`config.mk`:
```
export PLATFORM = sky130hd
export DESIGN_NAME = motor_speed_sequencer
export DESIGN_NICKNAME = d
export VERILOG_FILES = /design/src/rtl/motor_speed_sequencer_pkg.sv /design/src/rtl/motor_speed_sequencer_speed_step_calc.sv /design/src/rtl/motor_speed_sequencer.sv
export SDC_FILE = /design/constraint.sdc
export NUM_CORES = 1
export LEC_CHECK = 0
export CAP_MARGIN = 20
export CORE_ASPECT_RATIO = 1.75
export CORE_MARGIN = 2
export CORE_UTILIZATION = 60
export CTS_BUF_LIST = sky130_fd_sc_hd__clkbuf_2
export CTS_CLUSTER_DIAMETER = 120
export DETAILED_ROUTE_END_ITERATION = 8
export GPL_TIMING_DRIVEN = 0
export PLACE_DENSITY = 0.81
export SYNTH_ARGS = -nofsm -noshare
export SYNTH_HDL_FRONTEND = slang
export SYNTH_SLANG_ARGS = --single-unit
export TNS_END_PERCENT = 5
```
`constraint.sdc`:
```
create_clock -name clk -period 11.8 [get_ports clk]
set_input_delay 1.77 -clock clk [delete_from_list [all_inputs] [get_ports clk]]
set_output_delay 1.77 -clock clk [all_outputs]
set_load 0.005 [all_outputs]
```
`src/rtl/motor_speed_sequencer_pkg.sv`:
```
// -----------------------------------------------------------------------------
// motor_speed_sequencer_pkg
// Shared types and widths for the motor speed/direction sequencer.
//   state_e  : sequencer states (IDLE, RUN, BRAKE, SWAP)
//   DUTY_W   : duty-cycle width driven to the motor controller
//   RPS_W    : width of target and feedback speeds
//   DUTY_MAX : saturation ceiling for the duty cycle
// -----------------------------------------------------------------------------
package motor_speed_sequencer_pkg;

    typedef enum logic [1:0] {
        ST_IDLE  = 2'd0,
        ST_RUN   = 2'd1,
        ST_BRAKE = 2'd2,
        ST_SWAP  = 2'd3
    } state_e;

    localparam int DUTY_W = 8;
    localparam int RPS_W  = 16;
    localparam logic [DUTY_W-1:0] DUTY_MAX = 8'd255;

endpackage

```
`src/rtl/motor_speed_sequencer_speed_step_calc.sv`:
```
// -----------------------------------------------------------------------------
// speed_step_calc
// Combinational regulation step: signed speed error, clamped proportional
// step and saturating duty update. Used by the sequencer on update ticks.
//   target_rps_i : synchronised target speed
//   fb_rps_i     : registered feedback speed
//   duty_i       : current duty
//   duty_o       : duty to load if this is an update tick
//   in_band_o    : |error| <= DEADBAND
// -----------------------------------------------------------------------------
module speed_step_calc
    import motor_speed_sequencer_pkg::*;
#(
    parameter int DEADBAND   = 1,
    parameter int GAIN_SHIFT = 2,
    parameter int MAX_STEP   = 16
) (
    input  logic [RPS_W-1:0]  target_rps_i,
    input  logic [RPS_W-1:0]  fb_rps_i,
    input  logic [DUTY_W-1:0] duty_i,
    output logic [DUTY_W-1:0] duty_o,
    output logic              in_band_o
);

    localparam logic signed [RPS_W:0] DB_POS     = (RPS_W+1)'(DEADBAND);
    localparam logic signed [RPS_W:0] DB_NEG     = (RPS_W+1)'(-DEADBAND);
    localparam logic [RPS_W:0]        MAX_STEP_W = (RPS_W+1)'(MAX_STEP);
    localparam logic [DUTY_W-1:0]     MAX_STEP_D = DUTY_W'(MAX_STEP);

    logic signed [RPS_W:0] err;
    logic [RPS_W:0]        mag;
    logic [RPS_W:0]        shifted;
    logic [DUTY_W-1:0]     step;
    logic [DUTY_W:0]       sum;
    logic                  err_pos;
    logic                  err_neg;

    always_comb begin
        // 17-bit signed difference so the full 16-bit range never overflows.
        err     = $signed({1'b0, target_rps_i}) - $signed({1'b0, fb_rps_i});
        mag     = err[RPS_W] ? $unsigned(-err) : $unsigned(err);
        shifted = mag >> GAIN_SHIFT;

        // Step is at least 1 so small errors outside the deadband still move.
        if (shifted > MAX_STEP_W) begin
            step = MAX_STEP_D;
        end else if (shifted == '0) begin
            step = DUTY_W'(1);
        end else begin
            step = shifted[DUTY_W-1:0];
        end

        err_pos = (err > DB_POS);
        err_neg = (err < DB_NEG);

        // 9-bit sum: the carry bit is the saturation indicator.
        sum = {1'b0, duty_i} + {1'b0, step};

        duty_o = duty_i;
        if (err_pos) begin
            duty_o = sum[DUTY_W] ? DUTY_MAX : sum[DUTY_W-1:0];
        end else if (err_neg) begin
            duty_o = (step > duty_i) ? '0 : (duty_i - step);
        end

        in_band_o = !err_pos && !err_neg;
    end

endmodule

```
`src/rtl/motor_speed_sequencer.sv`:
```
// -----------------------------------------------------------------------------
// motor_speed_sequencer
// Closed-loop speed regulation and safe direction reversal in front of the
// motor controller. Reversals go RUN -> BRAKE -> SWAP (dwell) -> RUN so the
// H-bridge never flips direction while driven.
//   clk, rst_n   : system clock, asynchronous active-low reset
//   enable_i     : 1 = regulate, 0 = duty 0 and return to IDLE
//   target_rps_i : requested speed (RPS)
//   target_dir_i : requested direction, 1 = CW
//   fb_rps_i     : measured speed from the motor controller
//   duty_o       : duty cycle 0..255
//   dir_o        : direction request
//   at_speed_o   : in RUN with |error| <= DEADBAND at the last update
//   busy_o       : in BRAKE or SWAP
//   brake_to_o   : sticky brake-timeout flag, cleared while disabled
//   state_o      : current FSM state (debug)
//
// Handshake note: there is no valid/ready traffic here; every input is a
// level that is synchronised and sampled, every output is a registered level.
// -----------------------------------------------------------------------------
module motor_speed_sequencer
    import motor_speed_sequencer_pkg::*;
#(
    parameter int UPDATE_CYCLES = 6250000,
    parameter int DEADBAND      = 1,
    parameter int GAIN_SHIFT    = 2,
    parameter int MAX_STEP      = 16,
    parameter int STOP_RPS      = 1,
    parameter int BRAKE_TIMEOUT = 32,
    parameter int DWELL_TICKS   = 4
) (
    input  logic              clk,
    input  logic              rst_n,
    input  logic              enable_i,
    input  logic [RPS_W-1:0]  target_rps_i,
    input  logic              target_dir_i,
    input  logic [RPS_W-1:0]  fb_rps_i,
    output logic [DUTY_W-1:0] duty_o,
    output logic              dir_o,
    output logic              at_speed_o,
    output logic              busy_o,
    output logic              brake_to_o,
    output state_e            state_o
);

    localparam int CNT_W = (UPDATE_CYCLES > 1) ? $clog2(UPDATE_CYCLES) : 1;
    localparam logic [CNT_W-1:0] CNT_LAST = CNT_W'(UPDATE_CYCLES - 1);
    localparam int AUX_MAX = (BRAKE_TIMEOUT > DWELL_TICKS) ? BRAKE_TIMEOUT : DWELL_TICKS;
    localparam int AUX_W = $clog2(AUX_MAX) + 1;
    localparam logic [AUX_W-1:0] BRK_LAST   = AUX_W'(BRAKE_TIMEOUT - 1);
    localparam logic [AUX_W-1:0] DWELL_LAST = AUX_W'(DWELL_TICKS - 1);
    localparam logic [RPS_W-1:0] STOP_W     = RPS_W'(STOP_RPS);

    // Synchronisers and feedback register
    logic             en_s1_q, en_s2_q;
    logic             dir_s1_q, dir_s2_q;
    logic [RPS_W-1:0] rps_s1_q, rps_s2_q;
    logic [RPS_W-1:0] fb_q;

    // Sequencer state
    state_e            state_q, state_d;
    logic [CNT_W-1:0]  cnt_q, cnt_d;
    logic [AUX_W-1:0]  aux_q, aux_d;
    logic [DUTY_W-1:0] duty_q, duty_d;
    logic              dir_q, dir_d;
    logic              at_speed_q, at_speed_d;
    logic              brake_to_q, brake_to_d;

    logic              tick;
    logic [DUTY_W-1:0] calc_duty;
    logic              calc_in_band;

    always_ff @(posedge clk or negedge rst_n) begin
        if (!rst_n) begin
            en_s1_q  <= 1'b0;
            en_s2_q  <= 1'b0;
            dir_s1_q <= 1'b0;
            dir_s2_q <= 1'b0;
            rps_s1_q <= '0;
            rps_s2_q <= '0;
            fb_q     <= '0;
        end else begin
            en_s1_q  <= enable_i;
            en_s2_q  <= en_s1_q;
            dir_s1_q <= target_dir_i;
            dir_s2_q <= dir_s1_q;
            rps_s1_q <= target_rps_i;
            rps_s2_q <= rps_s1_q;
            fb_q     <= fb_rps_i;
        end
    end

    speed_step_calc #(
        .DEADBAND   (DEADBAND),
        .GAIN_SHIFT (GAIN_SHIFT),
        .MAX_STEP   (MAX_STEP)
    ) u_step (
        .target_rps_i (rps_s2_q),
        .fb_rps_i     (fb_q),
        .duty_i       (duty_q),
        .duty_o       (calc_duty),
        .in_band_o    (calc_in_band)
    );

    assign tick = (cnt_q == CNT_LAST);

    always_comb begin
        state_d    = state_q;
        duty_d     = duty_q;
        dir_d      = dir_q;
        at_speed_d = at_speed_q;
        brake_to_d = brake_to_q;
        aux_d      = aux_q;

        if (!en_s2_q) begin
            state_d    = ST_IDLE;
            duty_d     = '0;
            at_speed_d = 1'b0;
            brake_to_d = 1'b0;
            if (state_q == ST_IDLE) begin
                dir_d = dir_s2_q;
            end
        end else begin
            case (state_q)
                ST_IDLE: begin
                    duty_d     = '0;
                    at_speed_d = 1'b0;
                    dir_d      = dir_s2_q;
                    state_d    = ST_RUN;
                end
                ST_RUN: begin
                    if (dir_s2_q != dir_q) begin
                        // Drive is removed on the same edge BRAKE is entered.
                        state_d    = ST_BRAKE;
                        duty_d     = '0;
                        at_speed_d = 1'b0;
                    end else if (tick) begin
                        duty_d     = calc_duty;
                        at_speed_d = calc_in_band;
                    end
                end
                ST_BRAKE: begin
                    duty_d     = '0;
                    at_speed_d = 1'b0;
                    if (tick) begin
                        if (fb_q <= STOP_W) begin
                            state_d = ST_SWAP;
                            dir_d   = dir_s2_q;
                        end else if (aux_q == BRK_LAST) begin
                            state_d    = ST_SWAP;
                            dir_d      = dir_s2_q;
                            brake_to_d = 1'b1;
                        end else begin
                            aux_d = aux_q + 1'b1;
                        end
                    end
                end
                ST_SWAP: begin
                    duty_d     = '0;
                    at_speed_d = 1'b0;
                    if (tick) begin
                        if (aux_q == DWELL_LAST) begin
                            state_d = ST_RUN;
                        end else begin
                            aux_d = aux_q + 1'b1;
                        end
                    end
                end
                default: begin
                    state_d = ST_IDLE;
                    duty_d  = '0;
                end
            endcase
        end

        // Timer and tick-count restart on every state change so the first
        // update in a new state is a full period after entry.
        if (state_d != state_q) begin
            aux_d = '0;
        end
        cnt_d = ((state_d != state_q) || tick) ? '0 : (cnt_q + 1'b1);
    end

    always_ff @(posedge clk or negedge rst_n) begin
        if (!rst_n) begin
            state_q    <= ST_IDLE;
            cnt_q      <= '0;
            aux_q      <= '0;
            duty_q     <= '0;
            dir_q      <= 1'b0;
            at_speed_q <= 1'b0;
            brake_to_q <= 1'b0;
        end else begin
            state_q    <= state_d;
            cnt_q      <= cnt_d;
            aux_q      <= aux_d;
            duty_q     <= duty_d;
            dir_q      <= dir_d;
            at_speed_q <= at_speed_d;
            brake_to_q <= brake_to_d;
        end
    end

    assign duty_o     = duty_q;
    assign dir_o      = dir_q;
    assign at_speed_o = at_speed_q;
    assign brake_to_o = brake_to_q;
    assign busy_o     = (state_q == ST_BRAKE) || (state_q == ST_SWAP);
    assign state_o    = state_q;

endmodule

```
# Word-level counts from Yosys, hierarchy flattened
# Index checks and enable logic that the tools add are counted.
word_totals:
  elab_cells: 105
  reg_bits: 94
  in_bits: 36
  out_inout_bits: 14
op_classes:
  n_eq_ne: 21
  order_cmp: 5
  reduce_logical: 16
  n_mux: 43
  add_sub_neg: 6
ops:
  columns: ["cell", "count"]
  rows:
  - ["2-to-1 mux 8 bit", 9]
  - ["2-to-1 mux 6 bit", 7]
  - ["adder 23 x 1 -> 23 bit, second input constant", 1]
  - ["equality test 23 bit, second input constant", 1]
  - ["2-to-1 mux 23 bit", 1]
  - ["inequality test 3 bit, second input constant", 6]
  - ["> comparator 17 x 2 -> 1 bit, second input constant", 1]
  - ["logical NOT 17 bit", 1]
  - ["< comparator 17 x 1 -> 1 bit, second input constant", 1]
  - ["2-to-1 mux 17 bit", 1]
  - ["negation 17 bit", 1]
  - ["subtractor 16 x 16 -> 17 bit", 1]
  - ["<= comparator 16 x 1 -> 1 bit, second input constant", 1]
  - ["case mux 8 bit (2 select lines)", 1]
  - ["> comparator 15 x 5 -> 1 bit, second input constant", 1]
  - ["2-to-1 mux 2 bit", 7]
  - ["2-to-1 mux 1 bit", 13]
  - ["case mux 6 bit (2 select lines)", 1]
  - ["adder 8 x 8 -> 9 bit", 1]
  - ["> comparator 8 bit", 1]
  - ["inequality test 4 bit, second input constant", 2]
  - ["case mux 2 bit (4 select lines)", 1]
  - ["AND reduction 4 bit", 2]
  - ["subtractor 8 bit", 1]
  - ["other kinds (20)", 28]

# Depth between registers and ports, before layout
depth:
  ltp_word: 14
  depth_mapped: 28

# Cells and area by module
# From an unflattened synthesis, not the netlist that was laid out.
unflattened:
  hier_cells: 623
  area_unflattened_um2: 5860.6
by_module_without_submodules:
  columns: ["mod", "area_per_inst_um2", "cells_each", "n_inst"]
  rows:
  - ["motor_speed_sequencer", 3455.8, 287, 1]
  - ["speed_step_calc", 2404.8, 336, 1]

# Least setup slack after synthesis
# OpenSTA, ideal clock, no wires.
synth_timing:
  path_kind: "register to register"
  start: "register rps_s2_q[0]"
  end: "register duty_q[4], in the netlist duty_o[4]"
  path_slack_ns: 6.888
  arrival_ns: 4.791
  stages_incl_launch_ff: 25
  setup_time_ns: 0.122
  path_cell_list: "dfrtp_1 -> inv_1 -> ha_1 -> fa_1 -> nor2b_2 -> o2111ai_4 -> nand2_2 -> a221oi_2 -> or2_2 -> o31ai_1 -> mux2i_1 -> nand4_1 -> a211o_2 -> or2_1 -> ha_1 -> nor2_1 -> o21bai_1 -> a21boi_0 -> o21a_1 -> nor2_1 -> o21bai_1 -> a21oi_1 -> and2_1 -> o21ai_0 -> a32o_1"
synth_via:
  elab_chain_len: 14
  word_cells_on_any_way: 22
  cone_classes: "add/sub (4); order compare (4); eq/ne (1); mux (11); reduce/logical (2)"
synth_lines:
  columns: ["item", "line_no", "text"]
  rows:
  - ["start, declared", "motor_speed_sequencer.sv:57", "logic [RPS_W-1:0] rps_s1_q, rps_s2_q;"]
  - ["start signal, assigned", "motor_speed_sequencer.sv:88", "rps_s2_q <= rps_s1_q;"]
  - ["subtractor 16 x 16 -> 17 bit (*)", "motor_speed_sequencer_speed_step_calc.sv:40", "err = $signed({1'b0, target_rps_i}) - $signed({1'b0, fb_rps_i});"]
  - ["branches (longest 13 deep; another with negation 17 bit)", null, null]
  - ["end signal, assigned", "motor_speed_sequencer.sv:197", "duty_q <= duty_d;"]
  - ["end, declared", "motor_speed_sequencer.sv:64", "logic [DUTY_W-1:0] duty_q, duty_d;"]
# Every way passes the cells marked *. The select of a mux whose other input is x is not followed.
# A chain may end at the register's enable or synchronous reset.

# Worst setup path in the final report
layout_timing:
  start: "register rps_s2_q[0]"
  end: "register duty_q[7], in the netlist duty_o[7]"
# The elaborated chain is that of the path after synthesis.

==> results_dict.tcl <==
set metrics [dict create \
    p_leak_nw 2.87 \
    synth_warnings 0 \
    ys.flop_type "dfrtp_1" \
    drc 0 \
    cts_tree "yes" \
    fin_worst_skew_ns 0.0308 \
    setup.worst_path.end_class "flip-flop" \
    grt.total_usage_pct 23.1 \
    grt_pass1_vias 4528 \
    yosysUniqueCellTypes 80 \
    r2r_slack_ns 5.91 \
    max_freq_ghz 0.170 \
    nNetsFinal 718 \
    netlist_instances 578 \
    htree_levels 3 \
    core_um2 9350 \
    hold_violations 0 \
    tightest_slew_ns 0.625 \
    status "completed" \
    cts.sinks 94 \
    cts_root_buf "clkbuf_2" \
    r2r.worst_path.cells 23 \
    place_congestion 0.893 \
    via_count 4487 \
    synthArstFlopShare_pct 100 \
    finalHoldWorstSlack_ns 0.347 \
    ys_seq_elements 94 \
    maxSlewViolCount 0 \
    layout_common_cells "94 x dfrtp_1, 68 x nor2_1, 48 x clkdlybuf4s50_1" \
    start_kind "flip-flop" \
    die-area_um2 10300 \
    clockBufferDepth 2 \
    cp-startpoint "rps_s2_q[0]$_DFF_PN0_" \
    avgRoutedWirePerCell_um 14.7 \
    setup_tns_ns 0 \
    area_delta_synth_final_pct 13.5 \
    die_h_um 133 \
    antenna_found_initial 1 \
    overflow 0 \
    io_buffers 49 \
    synth_edf_count 0 \
    dpl.hpwl_mm 8.78 \
    drv_cap 0 \
    hold_path_class "reg -> reg" \
    report.final.setup_viol 0 \
    grt_max_degree 78 \
    cts_resized 0 \
    vdd_drop_max_mv 0.102 \
    syn_avg_cell_area_um2 9.82 \
    cts_buffers 9 \
    fin_crit_ns 5.89 \
    drt-initial-drc-count 205 \
    clk_latency_ns 0.55 \
    layout_commonest_cell "dfrtp_1" \
    worstPathArrival_ns 6.39 \
    first_pass_iters 4 \
    ant_nets 0 \
    rsz0062_at_grt "false" \
    rr_startpoint "rps_s2_q[0]$_DFF_PN0_" \
    worstPathRequired_ns 12.29 \
    synth.cell_area_um2 5680 \
    r2r_end "duty_o[7]$_DFFE_PN0P_" \
    layout-drive-gt1-share_pct 8.80 \
    pin_count 50 \
    ys_seq_area_share_pct 41.4 \
    grt_pass1_wl_mm 19.5 \
    start_util_pct 60.7 \
    timing.slew.headroom_pct 58.0 \
    endpoint "duty_o[7]$_DFFE_PN0P_" \
    power_density_nw_per_um2 106 \
    holdBufCountCts 0 \
    die_w_um 77.5 \
    wl_mm 11.3 \
    clk_pin_slew_ns 0.24 \
    post-cts-setup-buffers 0 \
    cp_max_fo 7 \
    nFillCells 733 \
    finalCritPeriodShare_pct 50.0 \
    path_class "reg -> reg" \
    viasPerCell 5.82 \
    num_rows 47 \
]
-- sequential cells by signal, summed over array words and instances (netlist names), 2 cells and up --
register  flops
cnt_q        23
fb_q         16
rps_s1_q     16
rps_s2_q     16
duty_o        8
aux_q         6
state_o       2
-- where the power goes --
part           internal, mW  leakage, nW  total [mW]  switching [mW]
clock network        0.0278       0.0535       0.130           0.102
logic                0.0885         1.63       0.206           0.117
registers             0.339         1.19       0.349         0.00996
-- critical path, stage by stage, from the launching register on --
cell,delay [ns]
dfrtp_1,0.38
inv_1,0.04
ha_1,0.22
fa_1,0.45
nor2b_2,0.21
o2111ai_4,0.18
a21oi_2,0.26
nor2_1,0.08
o311ai_1,0.51
nor2_1,0.19
or4_1,0.49
nand4_1,0.13
a211o_2,0.17
a21oi_1,0.07
ha_1,0.22
fa_1,0.39
nor2b_1,0.16
o21a_1,0.13
nor2_1,0.06
o31ai_1,0.36
a21o_1,0.19
a21oi_1,0.13
a211oi_2,0.55
a32o_1,0.26
-- synthesized netlist by cell type (8+ instances only) --
master | n | area [um^2]
nor2b_1 | 8 | 50.1
xnor2_1 | 17 | 149
and2_1 | 13 | 81.3
and3_1 | 10 | 62.6
nand4_1 | 13 | 81.3
nand3_1 | 15 | 75.1
o21ai_0 | 26 | 130
ha_1 | 35 | 438
nor3_1 | 9 | 45.0
nand2_1 | 35 | 131
or3_1 | 8 | 50.1
inv_1 | 30 | 113
dfrtp_1 | 94 | 2350
xor2_1 | 21 | 184
a21oi_1 | 22 | 110
a21o_1 | 10 | 75.1
nor4_1 | 8 | 50.1
nor2_1 | 68 | 255
-- kinds of logic (layout without fill, tap and decap cells) --
logic type | Yosys count | in the layout | share of synthesized area, %
xor gates and xnor gates | 39 | 39 | 6.35
DFF | 94 | 94 | 41.4
adders and majority gates | 39 | 39 | 8.95
muxes | 9 | 9 | 1.65
and+or+nand+nor | 223 | 223 | 21.2
AOI/OAI and AO/OA | 126 | 126 | 16.7
other | 2 | 8 | 0.132
buffers and inverters | 46 | 111 | 3.66
-- area by class of cell --
| class | count | area [um^2] | share of cell area (%) |
|---|---|---|---|
| buffer | 16 | 95.1 | 1.48 |
| multi-input combinational | 443 | 3140 | 48.7 |
| sequential | 94 | 2350 | 36.5 |
| antenna | 1 | 2.50 | 0.0388 |
| timing repair buffer | 50 | 515 | 8.00 |
| tap | 122 | 153 | 2.37 |
| clock inverter | 4 | 23.8 | 0.369 |
| clock buffer | 11 | 55.1 | 0.854 |
| inverter | 30 | 113 | 1.75 |
-- routing by layer --
metal | share of wire [%] | global-route usage (%) | wire [um] | vias up
met5 | 0 | 0 | 0 | -
met4 | 3.3 | 10.3 | 373 | 0
met3 | 3.4 | 3.68 | 380 | 39
met2 | 54 | 43.0 | 6170 | 127
met1 | 39 | 25.3 | 4410 | 2145
li1 | - | - | - | 2176
-- stage by stage --
| stage | cells | area (um^2) | total power, mW | util, % | setup WS (ns) |
|---|---|---|---|---|---|
| finish | 771 | 6450 | 0.685 | 68.9 | 5.91 |
| floorplan | 583 | 5700 | 0.497 | - | 6.89 |
| CTS | 770 | 6440 | 0.688 | 68.9 | 5.93 |
| global route | 771 | 6450 | 0.730 | 68.9 | 5.57 |
| detailed placement | 755 | 6360 | 0.559 | 68.1 | 6.01 |
| global placement | 754 | 6340 | 0.551 | 67.8 | 5.73 |
-- worst min-delay path by stage --
stage / depth (start not counted) / from / slack, ns / end
after CTS: 0 / rps_s1_q[7]$_DFF_PN0_ / 0.36 / rps_s2_q[7]$_DFF_PN0_
final: 0 / rps_s1_q[7]$_DFF_PN0_ / 0.35 / rps_s2_q[7]$_DFF_PN0_
after global routing: 0 / rps_s1_q[8]$_DFF_PN0_ / 0.37 / rps_s2_q[8]$_DFF_PN0_
after global placement: 0 / rps_s1_q[7]$_DFF_PN0_ / 0.33 / rps_s2_q[7]$_DFF_PN0_
after floorplan: 0 / dir_s1_q$_DFF_PN0_ / 0.33 / dir_s2_q$_DFF_PN0_
after detailed placement: 0 / rps_s1_q[3]$_DFF_PN0_ / 0.33 / rps_s2_q[3]$_DFF_PN0_
Note: power is estimated with default switching activity, not from simulation.
